--- config.mk ---
export PLATFORM = sky130hd
export DESIGN_NAME = shift_rotate_unit
export DESIGN_NICKNAME = d
export VERILOG_FILES = /design/src/rtl/shift_rotate_unit.sv
export SDC_FILE = /design/constraint.sdc
export NUM_CORES = 1
export LEC_CHECK = 0
export CAP_MARGIN = 20
export CORE_MARGIN = 2
export CORE_UTILIZATION = 50
export DETAILED_ROUTE_END_ITERATION = 7
export PLACE_DENSITY = 0.73
export SLEW_MARGIN = 10
export SYNTH_ARGS = -nofsm -noshare
export SYNTH_HDL_FRONTEND = slang
export SYNTH_SLANG_ARGS = --single-unit
--- constraint.sdc ---
create_clock -name clock -period 12.4 [get_ports clock]
set_input_delay 1.86 -clock clock [delete_from_list [all_inputs] [get_ports clock]]
set_output_delay 1.86 -clock clock [all_outputs]
set_load 0.02 [all_outputs]
--- src/rtl/shift_rotate_unit.sv ---
// Multi-cycle shifter/rotator moving up to STEP bits per cycle through IDLE -> SHIFT -> DONE.
// Optional abort input enabled by defining SRU_ABORT_EN.
module shift_rotate_unit #(
   parameter int unsigned WIDTH = 32,
   parameter int unsigned STEP  = 4
) (
   input  logic             clock,
   input  logic             clear_n,
   input  logic             start,
   input  logic [2:0]       mode,
   input  logic [WIDTH-1:0] a,
   input  logic [WIDTH-1:0] amt,
`ifdef SRU_ABORT_EN
   input  logic             abort,
`endif
   output logic             ready,
   output logic             busy,
   output logic             done,
   output logic [WIDTH-1:0] result,
   output logic             carry
);

   localparam int unsigned LW = $clog2(WIDTH);
   localparam int unsigned RW = LW + 1;
   localparam logic [RW-1:0]    WIDTH_R = RW'(WIDTH);
   localparam logic [RW-1:0]    STEP_R  = RW'(STEP);
   localparam logic [WIDTH-1:0] WIDTH_A = WIDTH'(WIDTH);

   typedef enum logic [1:0] {
      S_IDLE,
      S_SHIFT,
      S_DONE
   } state_e;

   typedef enum logic [2:0] {
      OP_SHR  = 3'b000,
      OP_SHRA = 3'b001,
      OP_SHL  = 3'b010,
      OP_ROR  = 3'b011,
      OP_ROL  = 3'b100
   } op_e;

   state_e            state_q, state_d;
   logic [WIDTH-1:0]  work_q, work_d;
   logic [2:0]        mode_q, mode_d;
   logic [RW-1:0]     rem_q, rem_d;
   logic [WIDTH-1:0]  result_q, result_d;
   logic              carry_q, carry_d;

   logic [RW-1:0]     k;
   logic [RW-1:0]     n;
   logic [RW-1:0]     hi_idx;
   logic [LW-1:0]     lo_idx;
   logic [WIDTH-1:0]  shr_val, sra_val, shl_val, ror_val, rol_val;
   logic [WIDTH-1:0]  step_val;
   logic              step_carry;
   logic              last_step;
   logic              abort_i;

`ifdef SRU_ABORT_EN
   assign abort_i = abort;
`else
   assign abort_i = 1'b0;
`endif

   // Effective amount: rotates wrap modulo WIDTH, shifts saturate at WIDTH.
   always_comb begin
      k = '0;
      case (mode)
         OP_SHR, OP_SHRA, OP_SHL: k = (amt >= WIDTH_A) ? WIDTH_R : {1'b0, amt[LW-1:0]};
         OP_ROR, OP_ROL:          k = {1'b0, amt[LW-1:0]};
         default:                 k = '0;
      endcase
   end

   // One partial step; rotate carry of the final step equals the result end bit.
   always_comb begin
      n          = (rem_q > STEP_R) ? STEP_R : rem_q;
      lo_idx     = LW'(n - RW'(1));
      hi_idx     = WIDTH_R - n;
      shr_val    = work_q >> n;
      sra_val    = $signed(work_q) >>> n;
      shl_val    = work_q << n;
      ror_val    = (work_q >> n) | (work_q << hi_idx);
      rol_val    = (work_q << n) | (work_q >> hi_idx);
      last_step  = (rem_q == n);
      step_val   = work_q;
      step_carry = 1'b0;
      case (mode_q)
         OP_SHR: begin
            step_val   = shr_val;
            step_carry = work_q[lo_idx];
         end
         OP_SHRA: begin
            step_val   = sra_val;
            step_carry = work_q[lo_idx];
         end
         OP_SHL: begin
            step_val   = shl_val;
            step_carry = work_q[hi_idx[LW-1:0]];
         end
         OP_ROR: begin
            step_val   = ror_val;
            step_carry = ror_val[WIDTH-1];
         end
         OP_ROL: begin
            step_val   = rol_val;
            step_carry = rol_val[0];
         end
         default: begin
            step_val   = work_q;
            step_carry = 1'b0;
         end
      endcase
   end

   always_ff @(posedge clock or negedge clear_n) begin
      if (!clear_n) begin
         state_q <= S_IDLE;
      end else begin
         state_q <= state_d;
      end
   end

   always_comb begin
      state_d = state_q;
      case (state_q)
         S_IDLE: begin
            if (start) begin
               state_d = (k == '0) ? S_DONE : S_SHIFT;
            end
         end
         S_SHIFT: begin
            if (abort_i) begin
               state_d = S_IDLE;
            end else if (last_step) begin
               state_d = S_DONE;
            end
         end
         S_DONE:  state_d = S_IDLE;
         default: state_d = S_IDLE;
      endcase
   end

   always_comb begin
      ready  = (state_q == S_IDLE);
      busy   = (state_q == S_SHIFT);
      done   = (state_q == S_DONE);
      result = result_q;
      carry  = carry_q;
   end

   always_comb begin
      work_d   = work_q;
      mode_d   = mode_q;
      rem_d    = rem_q;
      result_d = result_q;
      carry_d  = carry_q;
      case (state_q)
         S_IDLE: begin
            if (start) begin
               work_d = a;
               mode_d = mode;
               rem_d  = k;
               if (k == '0) begin
                  result_d = a;
                  carry_d  = 1'b0;
               end
            end
         end
         S_SHIFT: begin
            if (!abort_i) begin
               work_d = step_val;
               rem_d  = rem_q - n;
               if (last_step) begin
                  result_d = step_val;
                  carry_d  = step_carry;
               end
            end
         end
         default: begin
         end
      endcase
   end

   always_ff @(posedge clock or negedge clear_n) begin
      if (!clear_n) begin
         work_q   <= '0;
         mode_q   <= '0;
         rem_q    <= '0;
         result_q <= '0;
         carry_q  <= 1'b0;
      end else begin
         work_q   <= work_d;
         mode_q   <= mode_d;
         rem_q    <= rem_d;
         result_q <= result_d;
         carry_q  <= carry_d;
      end
   end

endmodule

==> results.sh <==
export IMPL_wl_per_cell_um=27.3
export IMPL_cts_tree="yes"
export IMPL_drive_above_1_share_pct=7.73
export IMPL_status="finished clean"
export IMPL_finClkSkew_ns=0.00564
export IMPL_cts_resized=0
export IMPL_viasPerCell=7.38
export IMPL_die_h_um=132
export IMPL_vias=9907
export IMPL_maxSlewViolCount=0
export IMPL_rsz0062_at_grt="no"
export IMPL_yosysWarnings=0
export IMPL_syn_area_mm2=0.00816
export IMPL_first_iter_violations=1542
export IMPL_grt_overflow_total=0
export IMPL_final_nets=1193
export IMPL_clk_latency_ns=0.35
export IMPL_worstPathArrival_ns=5.33
export IMPL_r2r_slack_ns=7.31
export IMPL_final_antenna_net_count=0
export IMPL_cp_max_fo=57
export IMPL_cts_path_max_buffers=2
export IMPL_ys_seq_area_share_pct=23.3
export IMPL_remaining_drc_errors=0
export IMPL_critPathLaunchType="flop"
export IMPL_yosys_register_bits=76
export IMPL_crit_type="reg -> reg"
export IMPL_power_density_mw_per_mm2=341
export IMPL_place_area_mm2=0.00913
export IMPL_drv_cap=0
export IMPL_ir_worst_vdd_mv=0.269
export IMPL_synthDistinctLibCells=78
export IMPL_wl_met1_um=14500
export IMPL_setup_viol=0
export IMPL_post_cts_buffers=0
export IMPL_slew_limit_headroom_pct=25.6
export IMPL_areaGrowthSynthToFinish_pct=16.2
export IMPL_p_total_mw=3.24
export IMPL_place_gp_congestion=1.09
export IMPL_fin_area_mm2=0.00949
export IMPL_grt_pass1_vias=9140
export IMPL_antenna_found_initial=0
export IMPL_synth_nets=1185
export IMPL_numPortBuffers=105
export IMPL_htreeDepth=3
export IMPL_n_antenna_cell=0
export IMPL_drt_wl_total_um=36600
export IMPL_cts_buffers=9
export IMPL_hpwl_um=24900
export IMPL_highest_layer="met4"
export IMPL_grt_pass1_wl_um=55400
export IMPL_dieArea_mm2=0.0174
export IMPL_coreArea_mm2=0.0159
export IMPL_fin_crit_ns=5.09
export IMPL_clock_sinks=76
export IMPL_grt_use_total_pct=41.2
export IMPL_p_leak_nw=3.34
export IMPL_netlist_instances=1113
export IMPL_tightest_slew_ns=1.11
export IMPL_grt_max_degree=86
export IMPL_postCtsHoldBufs=0
export IMPL_cts_root_buf="clkbuf_16"
export IMPL_wl_met3_um=5220
export IMPL_crit_required_ns=12.63
export IMPL_fin_crit_sh_pct=41.1
export IMPL_rows=46
export IMPL_met2WireLength_um=14800
export IMPL_max_freq_mhz=196
export IMPL_initial_core_util_pct=51.2
export IMPL_hold_slack_ns=0.481
export IMPL_finalHoldViolCount=0
export IMPL_clkTransAtPathRegs_ns=0.06
export IMPL_synth_ff_type="dfrtp_1"
export IMPL_die_w_um=132
export IMPL_tns_ns=0
export IMPL_drtPass1Iterations=6
export IMPL_synth_edf_count=0
export IMPL_ios=106
export IMPL_avgSynthCellArea_um2=7.33
export IMPL_critPathCaptureType="flop"
export IMPL_synthArstFlopShare_pct=100
export IMPL_hp_class="reg -> reg"
## path summary, 6_finish.rpt
check                      startpoint          to  cells after the start
max                          rem_q[3]  work_q[31]                     12
min                        result[12]  result[12]                      2
max reg2reg                  rem_q[3]  work_q[31]                     12
min reg2reg                result[12]  result[12]                      2
max in group asynchronous     clear_n    rem_q[1]                      1
min in group asynchronous     clear_n  state_q[0]                      1
## placed cells by master (no fill, tap or decap), types with 24 or more instances in the layout
cell type        instances
dfrtp_1                 75
nor2_1                  91
buf_4                   24
o21ai_0                 91
nand2_1                105
nand3_1                 56
o211ai_1                30
a21oi_1                124
nor3_1                  50
mux2i_1                 27
a31oi_1                 28
clkdlybuf4s50_1        104
## report_power, final
| part | internal [mW] | total [mW] | switching (mW) |
|---|---|---|---|
| Combinational | 0.787 | 2.27 | 1.48 |
| Sequential | 0.371 | 0.662 | 0.291 |
| Clock | 0.198 | 0.311 | 0.113 |
| Total | 1.36 | 3.24 | 1.88 |
## synth_stat cells (8+ instances only)
cell type	count	area [µm²]
a211oi_1	16	120
a21oi_1	126	631
a22oi_1	9	67.6
a31oi_1	28	175
a32oi_1	9	78.8
and2_1	9	56.3
and3_1	11	68.8
buf_2	13	65.1
clkbuf_1	104	390
dfrtp_1	76	1900
inv_1	10	37.5
mux2i_1	27	270
mux4_2	21	473
nand2_1	105	394
nand2b_1	17	106
nand3_1	56	280
nor2_1	91	342
nor3_1	50	250
nor4_1	13	81.3
o211ai_1	30	225
o21ai_0	92	460
o21ai_1	9	45.0
o221ai_1	14	123
o22ai_1	19	119
o31ai_1	11	82.6
o32ai_1	8	70.1
## critical path: stages, from the launching register on
cell	delay [ns]
dfrtp_1	0.47
or4_4	0.82
nor2_8	0.72
inv_4	0.46
ha_1	0.68
buf_4	0.36
nand2_1	0.09
o221a_2	0.16
o21ai_0	0.31
a21oi_1	0.12
a211oi_1	0.31
o221ai_1	0.27
o311ai_0	0.16
## registers in the layout, indices dropped and copies added (netlist names)
name	count
carry	1
mode_q	3
rem_q	6
result	32
state_q	2
work_q	32
## cells by family after synthesis
kind of cell / synth area share [%]
other: 0.0459
AND/OR/NAND/NOR: 22.5
XOR/XNOR: 0.107
AO/OA/AOI/OAI: 35.5
buffers and inverters: 7.34
flip-flops: 23.3
adder cells (fa/ha/maj): 0.307
multiplexers: 10.9
## final cells by class
| class | instances | area, µm² |
|---|---|---|
| fillers | 1539 | 6460 |
| multi-input cells | 893 | 5690 |
| flip-flops and latches | 76 | 1900 |
| repair buffers | 128 | 1220 |
| well taps | 216 | 270 |
| clock buffers | 9 | 225 |
| clock inverters | 7 | 121 |
| inverters | 13 | 51.3 |
## per-layer routing
layer / vias up / global-route usage (%)
met3: 164 / 10.8
met2: 824 / 57.8
met4: 0 / 20.0
met1: 4634 / 58.8
li1: 4285 / -
met5: - / 0
## through the flow
step,instances,utilization (%),setup slack (ns)
2_1_floorplan,1113,-,8.40
6_report,1342,59.5,7.31
3_5_place_dp,1325,57.3,7.40
4_1_cts,1341,59.4,7.40
3_3_place_gp,1325,57.3,7.42
5_1_grt,1342,59.5,6.93
(Power assumes the default switching activity.)
